## src/rtl/led_pwm_counter_if.sv

```systemverilog
// led_pwm_counter_if: control, threshold and status bundle for led_pwm_counter.
interface led_pwm_counter_if #(parameter int WIDTH = 8, parameter int NUM_CH = 2);
   logic                      en;
   logic                      up;
   logic                      sat;
   logic                      load;
   logic [WIDTH-1:0]          load_val;
   logic [WIDTH-1:0]          top;
   logic [NUM_CH*WIDTH-1:0]   thr;
   logic [WIDTH-1:0]          count;
   logic [NUM_CH-1:0]         led;
   logic                      tc;
   logic [1:0]                state;
   modport master (output en, up, sat, load, load_val, top, thr, input count, led, tc, state);
   modport slave  (input en, up, sat, load, load_val, top, thr, output count, led, tc, state);
endinterface

```

## src/rtl/led_pwm_counter.sv

```systemverilog
// led_pwm_counter: up/down wrap-or-saturate counter with per-channel PWM LED compare.
module led_pwm_counter #(
   parameter int WIDTH  = 8,
   parameter int NUM_CH = 2
) (
   input logic              clk,
   input logic              rst,
   led_pwm_counter_if.slave bus
);
   typedef enum logic [1:0] {IDLE = 2'b00, RUN = 2'b01, HOLD = 2'b10} st_t;
   st_t              st, st_n;
   logic [WIDTH-1:0] cnt, cnt_n;
   logic [NUM_CH-1:0] led, led_n;
   logic             tc, tc_n;
   always_comb begin
      st_n  = st;
      cnt_n = cnt;
      tc_n  = 1'b0;
      if (bus.load) begin
         cnt_n = (bus.load_val > bus.top) ? bus.top : bus.load_val;
         st_n  = IDLE;
      end else begin
         case (st)
            IDLE: st_n = bus.en ? RUN : IDLE;
            RUN: if (bus.en) begin
               // out-of-range count (top lowered), end of range up or down all end the same way
               if (cnt > bus.top || (bus.up ? cnt == bus.top : cnt == '0)) begin
                  tc_n  = 1'b1;
                  st_n  = bus.sat ? HOLD : RUN;
                  cnt_n = (cnt > bus.top) ? bus.top : bus.sat ? cnt : bus.up ? '0 : bus.top;
               end else begin
                  cnt_n = bus.up ? cnt + 1'b1 : cnt - 1'b1;
               end
            end
            HOLD: st_n = bus.sat ? HOLD : RUN;
            default: st_n = IDLE;
         endcase
      end
      led_n = '0;
      for (int i = 0; i < NUM_CH; i++) led_n[i] = cnt_n < bus.thr[i*WIDTH +: WIDTH];
   end
   always_ff @(posedge clk or negedge rst) begin
      if (!rst) begin
         st  <= IDLE;
         cnt <= '0;
         led <= '0;
         tc  <= 1'b0;
      end else begin
         st  <= st_n;
         cnt <= cnt_n;
         led <= led_n;
         tc  <= tc_n;
      end
   end
   assign bus.count = cnt;
   assign bus.led   = led;
   assign bus.tc    = tc;
   assign bus.state = st;
endmodule

```

## src/flat_wrapper.sv

```systemverilog
// flat-port wrapper written by rule: the top's interface ports become plain ports
module led_pwm_counter_flat 
#(
   parameter int WIDTH  = 8,
   parameter int NUM_CH = 2
)
  (clk, rst, bus_en, bus_up, bus_sat, bus_load, bus_load_val, bus_top, bus_thr, bus_count, bus_led, bus_tc, bus_state);
  led_pwm_counter_if #(.WIDTH(WIDTH), .NUM_CH(NUM_CH)) bus_i ();
  input logic clk;
  input logic rst;
  input wire logic [$bits(bus_i.en)-1:0] bus_en;
  input wire logic [$bits(bus_i.up)-1:0] bus_up;
  input wire logic [$bits(bus_i.sat)-1:0] bus_sat;
  input wire logic [$bits(bus_i.load)-1:0] bus_load;
  input wire logic [$bits(bus_i.load_val)-1:0] bus_load_val;
  input wire logic [$bits(bus_i.top)-1:0] bus_top;
  input wire logic [$bits(bus_i.thr)-1:0] bus_thr;
  output wire logic [$bits(bus_i.count)-1:0] bus_count;
  output wire logic [$bits(bus_i.led)-1:0] bus_led;
  output wire logic [$bits(bus_i.tc)-1:0] bus_tc;
  output wire logic [$bits(bus_i.state)-1:0] bus_state;
  assign bus_i.en = bus_en;
  assign bus_i.up = bus_up;
  assign bus_i.sat = bus_sat;
  assign bus_i.load = bus_load;
  assign bus_i.load_val = bus_load_val;
  assign bus_i.top = bus_top;
  assign bus_i.thr = bus_thr;
  assign bus_count = bus_i.count;
  assign bus_led = bus_i.led;
  assign bus_tc = bus_i.tc;
  assign bus_state = bus_i.state;
  led_pwm_counter #(.WIDTH(WIDTH), .NUM_CH(NUM_CH)) u_core (.clk(clk), .rst(rst), .bus(bus_i));
endmodule
```

## config.mk

```make
export PLATFORM = sky130hd
export DESIGN_NAME = led_pwm_counter_flat
export DESIGN_NICKNAME = d
export VERILOG_FILES = /design/src/rtl/led_pwm_counter_if.sv /design/src/rtl/led_pwm_counter.sv /design/src/flat_wrapper.sv
export SDC_FILE = /design/constraint.sdc
export NUM_CORES = 1
export LEC_CHECK = 0
export CAP_MARGIN = 10
export CORE_MARGIN = 1.5
export CORE_UTILIZATION = 58
export CTS_CLUSTER_DIAMETER = 50
export DETAILED_ROUTE_END_ITERATION = 7
export DONT_BUFFER_PORTS = 1
export PLACE_DENSITY = 0.76
export SLEW_MARGIN = 20
export SYNTH_ARGS = -nofsm -noshare
export SYNTH_HDL_FRONTEND = slang
export SYNTH_SLANG_ARGS = --single-unit
```

## constraint.sdc

```tcl
create_clock -name clk -period 3.08 [get_ports clk]
set_input_delay 0.462 -clock clk [delete_from_list [all_inputs] [get_ports clk]]
set_output_delay 0.462 -clock clk [all_outputs]
set_load 0.02 [all_outputs]
```

==> impl_metrics.tcl, run 1 <==
set metrics [dict create \
    outcome "finished with violations" \
    failed_checks "negative setup slack" \
    worst_path_max_delay_cell "dfrtp_1" \
    most_used_standard_cell_by_instance_count_after_synthesis "ha_1" \
    postSynth.topFlopCell "dfrtp_1" \
    violation_count_after_the_first_detailed_route_iteration 100 \
    clk_transition_reported_paths_ns 0.10 \
    worstSetupEndpointType "flip-flop" \
    hpwl_mm 4.306 \
    total_leakage_power_uw 0.001268 \
    min_to "u_core.bus.count[3]$_DFF_PN0_" \
    synthDominantAreaCellType "ha_1" \
    synth_area_um2 1989 \
    yosys-top-cells-count "ha_1, inv_1, a21oi_1" \
    yosysTopAreaCellShare 0.2453 \
    via_per_inst 6.063 \
    clock_tree.buffer_depth 2 \
    cts_htree_levels 1 \
    grt_first_pass_wirelength_mm 8.431 \
    ys_top_cells_by_area "ha_1, dfrtp_1, a21oi_1, inv_1, mux2i_1" \
    initial_antenna_violation_count 0 \
    core_um2 3311 \
    max_slew_margin 0.5448 \
    route.antenna.remaining_nets 0 \
    final_nets 369 \
    avg_synthesized_cell_area_um2 8.289 \
    initial_utilization 0.6009 \
    finalHoldViolations 0 \
    power_after_layout_uw 1207 \
    placement.setup.worst_slack_ns -0.2783 \
    drt_first_pass_iters 5 \
    crit_start "u_core.bus.count[5]$_DFF_PN0_" \
    path_cells "ha_4, nand4_1, buf_4, nor3_4, a21o_1, buf_6, a211oi_1, a21oi_1, o221ai_2, ha_1, a21o_1, a21o_1, a21oi_2, o21ai_1, a31oi_1" \
    critical_register_to_register_path_endpoint "u_core.bus.led[0]$_DFF_PN0_" \
    instance_count_of_the_mapped_netlist 240 \
    timing.clock.skew_ns 0.008237 \
    worst_ep_required_time_ns 3.31 \
    min_from "bus_load" \
    buffer_ports.inserted 0 \
    max-cap-violations 0 \
    design.die.area_um2 3790 \
    power.ir.vdd_worst_mv 0.2564 \
    final_cells 336 \
    reg2reg_setup_slack_ns -0.08 \
    worst_slack_ns -0.08013 \
    critPathArrivalTime_ns 3.39 \
    tritoncts "done" \
    place.gp.congestion 0.8810 \
    die_x_um 61.57 \
    rows 21 \
    vias 2037 \
    async_flop_share 1.000 \
    vias_in_the_first_global_route 1953 \
    layout_min_cycle_time_ns 3.160 \
    wl_per_cell_um 16.37 \
    grt_remaining_overflow 0 \
    cts-root-buf "clkbuf_4" \
    syn2layout_area_growth_pct 30.06 \
    timing.critical_path.mode_cell "a21o_1" \
    worstRegToRegCells 15 \
    report.final.setup_viol 2 \
    critical_path.reg2reg.startpoint "u_core.bus.count[5]$_DFF_PN0_" \
    cts_inserted_buffers 3 \
    maxClockFrequency_mhz 316.4 \
    remaining_drc_errors 0 \
    worstHoldPathCells 1 \
    startpoint_type "flip-flop" \
    postSynthNetCount 318 \
    worst-path-buf-inv 2 \
    ys_ff_latch 13 \
    synth_seq_area_share 0.1635 \
    timing_worst_slew_pin_value_ns 0.6806 \
    ys.warnings.count 0 \
    post_route_cells_drive_above_1_share 0.3138 \
    worstSkewPairLatency_ns 0.30 \
    crit_family "compound AO/OA/AOI/OAI gates" \
    p_per_area_nw_per_um2 466.4 \
    setup.worst_path.class "reg2reg" \
    layout.cell_area.non_filler_um2 2587 \
    report.final.slew_viol_count 0 \
    grt_max_degree 15 \
    groute.usage.overall 0.3019 \
    drt_wl_total_mm 5.500 \
    synth_edf_count 0 \
    boundaryPins 51 \
    insertedDiodeCount 0 \
    clock-sinks 13 \
    worst_hold_path_type "in2reg" \
    fin_crit_sh 1.026 \
    dp.cells 318 \
    netlist-cell-type-count 47 \
    critPathMaxStageDelay_ns 0.44 \
    hold_ws_ns 0.2815 \
    die_height_um 61.57 \
    grt_setup_unrepaired "yes" \
    place_area_um2 2306 \
    crit_fanout 5 \
]
-- layer usage --
metal,vias up,wire length [um],track usage
met5,-,0,0
li1,974,-,-
met3,13,545,0.04202
met2,109,2679,0.5248
met4,0,122,0.1246
met1,941,2152,0.3723
-- layout make-up --
type,instances,area (um2)
multi-input combinational,189,1642
inverter,31,116.4
timing repair buffer,53,415.4
sequential,13,330.3
tap,46,57.56
clock buffer,4,26.28
fill,237,723.2
-- worst max path at each step --
stage | endpoint | cells after the start
2_1_floorplan | u_core.bus.led[0]$_DFF_PN0_ | 14
3_3_place_gp | u_core.bus.led[1]$_DFF_PN0_ | 14
3_5_place_dp | u_core.bus.led[1]$_DFF_PN0_ | 14
4_1_cts | u_core.bus.led[1]$_DFF_PN0_ | 16
5_1_grt | u_core.bus.led[0]$_DFF_PN0_ | 15
6_report | u_core.bus.led[0]$_DFF_PN0_ | 15
-- cells by family (layout without fill, tap and decap cells) --
group / count (synthesis) / in the layout / share of synthesized area
buffers and inverters: 38 / 88 / 0.08239
XOR/XNOR: 7 / 7 / 0.03082
adder cells (fa/ha/maj): 40 / 40 / 0.2553
AO/OA/AOI/OAI: 72 / 72 / 0.2654
multiplexers: 9 / 9 / 0.04591
AND/OR/NAND/NOR: 61 / 61 / 0.1566
flip-flops: 13 / 13 / 0.1635
-- cells in the final DEF (no fill, tap or decap), drive strengths merged --
master	count
nand2b	2
o311a	1
xnor2	6
dlygate4sd3	1
xor2	1
and4	2
nor3	5
o21a	9
a31oi	3
dfrtp	13
or3	1
o221a	1
fa	1
a211o	1
ha	39
o41ai	1
o21ai	7
buf	52
nand4	3
nand3	7
clkbuf	4
inv	30
and2	2
nand2	17
nor2	15
a21oi	24
and3	2
a22oi	5
mux2i	8
clkinv	1
or2	1
nor2b	1
o22ai	1
a21o	7
or4	2
a221o	1
mux2	1
a211oi	3
o221ai	8
nor4	1
-- registers in the layout, summed over array words and instances, names as in the netlist --
signal	flops
u_core.bus.state	2
u_core.bus.count	8
u_core.bus.led	2
u_core.bus.tc	1
-- per-stage QoR --
stage               TNS [ns]    util
floorplan                  0       -
global placement     -0.3527  0.6965
detailed placement   -0.5146  0.6965
CTS                  -0.1085  0.7517
global route         -0.3630  0.7816
finish               -0.1597  0.7816
-- power breakdown --
part           total, uW  internal (uW)  switching [uW]
registers            254            205            48.4
clock network        121           50.6            70.5
logic                832            408             424
total               1210            664             543
-- timing repair --
action	in CTS	in global routing
hold buffers	1	0
pin swaps	24	23
setup endpoints to repair	2	2
endpoints found under the hold margin	13	0
setup buffers	13	1
resized for setup	13	15
Note: power is estimated with default switching activity, not from simulation.
==> inputs of run 2 (changes only) <==
--- a/config.mk
+++ b/config.mk
@@ -5,13 +5,14 @@
 export SDC_FILE = /design/constraint.sdc
 export NUM_CORES = 1
 export LEC_CHECK = 0
+export ABC_AREA = 0
 export CAP_MARGIN = 10
 export CORE_MARGIN = 1.5
 export CORE_UTILIZATION = 58
 export CTS_CLUSTER_DIAMETER = 50
 export DETAILED_ROUTE_END_ITERATION = 7
 export DONT_BUFFER_PORTS = 1
-export PLACE_DENSITY = 0.76
+export PLACE_DENSITY_LB_ADDON = 0.25
 export SLEW_MARGIN = 20
 export SYNTH_ARGS = -nofsm -noshare
 export SYNTH_HDL_FRONTEND = slang
==> run 2 against run 1 <==
  * Cell area fell by 5.3%
  * Critical path depth shrank 1
  * Clock power down 17%
  * Register-to-register slack improved by 0.02 ns
  * Sequential power about the same
  * The flow still finishes with violations (negative setup slack)
==> impl_metrics.tcl, run 2 (same netlist as run 1, synthesis figures left out) <==
set metrics [dict create \
    p_comb_frac 0.688 \
    maxClockFrequency_mhz 318.1 \
    p_per_area_nw_per_um2 459.9 \
    fin_crit_sh 1.021 \
    timing_worst_slew_pin_value_ns 0.5369 \
    hpwl_mm 4.456 \
    boundaryPins 51 \
    tritoncts "done" \
    clock-sinks 13 \
    initial_antenna_violation_count 0 \
    critPathMaxStageDelay_ns 0.43 \
    grt_remaining_overflow 0 \
    total_leakage_power_uw 0.001224 \
    design.die.area_um2 3790 \
    startpoint_type "flip-flop" \
    die_height_um 61.57 \
    worst_slack_ns -0.06394 \
    worst_hold_path_type "in2reg" \
    report.final.setup_viol 2 \
    reg2reg_setup_slack_ns -0.06 \
    worstSkewPairLatency_ns 0.28 \
    setup.worst_path.class "reg2reg" \
    power.ir.vdd_worst_mv 0.2835 \
    placement.setup.worst_slack_ns -0.2539 \
    wl_per_cell_um 16.19 \
    critPathArrivalTime_ns 3.34 \
    groute.usage.overall 0.2907 \
    worst_path_max_delay_cell "dfrtp_1" \
    finalHoldViolations 0 \
    vias 1966 \
    cts-root-buf "clkbuf_4" \
    power.clock.fraction 0.089 \
    vias_in_the_first_global_route 1908 \
    post_route_cells_drive_above_1_share 0.2598 \
    outcome "finished with violations" \
    netSwitchingPower_uw 503.2 \
    p_int_uw 623.5 \
    layout_common_cells "buf_4, ha_1, inv_1" \
    path_cells "ha_1, nand4_1, a211o_1, a21oi_4, buf_4, o21a_1, a21oi_1, o221ai_2, ha_1, a21o_1, a21o_1, a21oi_2, o21ai_1, a31oi_1" \
    route.antenna.remaining_nets 0 \
    number_of_flip_flops_under_the_largest_register_name 8 \
    report.final.slew_viol_count 0 \
    grt_first_pass_wirelength_mm 8.169 \
    finalCoreUtilization 0.7400 \
    initial_utilization 0.6009 \
    via_per_inst 6.012 \
    drt_wl_total_mm 5.293 \
    hold_ws_ns 0.3099 \
    rows 21 \
    core_um2 3311 \
    crit_fanout 7 \
    worstSetupEndpointType "flip-flop" \
    seq_power_share 0.223 \
    worst_ep_required_time_ns 3.28 \
    buffer_ports.inserted 0 \
    die_x_um 61.57 \
    drt_first_pass_iters 4 \
    most_common_cell_after_layout_fill_and_taps_aside "buf_4" \
    layout_min_cycle_time_ns 3.144 \
    cts_inserted_buffers 3 \
    grt_setup_unrepaired "yes" \
    clk_transition_reported_paths_ns 0.08 \
    grt_max_degree 15 \
    insertedDiodeCount 0 \
    timing.clock.skew_ns 0.01096 \
    max_slew_margin 0.6409 \
    failed_checks "negative setup slack" \
    max-cap-violations 0 \
    syn2layout_area_growth_pct 23.14 \
    switching_part_of_the_total_power 0.4466 \
    remaining_drc_errors 0 \
    final_nets 360 \
    violation_count_after_the_first_detailed_route_iteration 75 \
    cts_htree_levels 1 \
    clock_tree.buffer_depth 2 \
    place.gp.congestion 0.9400 \
]
run 2: cell count changes in the layout (fill, tap and decap cells not counted), sizes merged:
| cell | delta |
|---|---|
| buf | -9 |
run 2: worst paths after layout:
| check | start | end | cells past startpoint |
|---|---|---|---|
| worst max-delay path | u_core.bus.count[4]$_DFF_PN0_ | u_core.bus.led[1]$_DFF_PN0_ | 14 |
| worst min-delay path | bus_load | u_core.bus.count[2]$_DFF_PN0_ | 1 |
| worst max register to register | u_core.bus.count[4]$_DFF_PN0_ | u_core.bus.led[1]$_DFF_PN0_ | 14 |
| worst min register to register | u_core.bus.state[0]$_DFFE_PN0P_ | u_core.bus.state[0]$_DFFE_PN0P_ | 2 |
| max in group asynchronous | rst | u_core.bus.count[7]$_DFF_PN0_ | 1 |
| min in group asynchronous | rst | u_core.bus.led[1]$_DFF_PN0_ | 1 |
run 2: worst max-delay path, delay by kind of cell, from the launching register on:
| kind | cells | cell delay, ns |
|---|---|---|
| AND/OR/NAND/NOR | 1 | 0.14 |
| buffers and inverters | 1 | 0.16 |
| AO/OA/AOI/OAI | 10 | 1.74 |
| adder cells (fa/ha/maj) | 2 | 0.61 |
| flip-flops | 1 | 0.43 |
run 2: power groups by stage:
stage / clock (uW) / sequential, uW / combinational [uW]
2_1_floorplan: 0 / 286 / 442
6_report: 100 / 251 / 775
4_1_cts: 103 / 249 / 723
5_1_grt: 112 / 254 / 852
3_5_place_dp: 0 / 249 / 688
3_3_place_gp: 0 / 249 / 664
run 2: through the flow:
stage	std cells	TNS, ns	power (uW)	area (um2)
after floorplan	240	0	728.2	2006
after global placement	315	-0.2943	912.5	2283
after detailed placement	315	-0.4845	937.4	2283
after CTS	321	-0.01053	1075	2384
after global routing	327	-0.4100	1218	2450
final	327	-0.1006	1127	2450
run 2: timing repair:
action | in CTS | in global routing
setup buffers | 1 | 6
hold buffers | 1 | 0
endpoints found under the setup margin | 2 | 2
gates cloned | 0 | 0
resized for setup | 11 | 6
pin swaps | 8 | 15
endpoints found under the hold margin | 13 | 0
run 2: per-layer routing:
metal / global-route usage / vias up / wire (um)
li1: - / 956 / -
met5: 0 / - / 0
met1: 0.3627 / 929 / 2290
met2: 0.5083 / 70 / 2569
met3: 0.04202 / 11 / 339
met4: 0.1033 / 0 / 93
run 2: area by class of cell:
class	count	area (um2)
inverters	31	116.4
repair buffers	44	340.3
fillers	270	860.8
clock buffers	4	26.28
flip-flops and latches	13	327.8
well taps	46	57.56
multi-input cells	189	1582
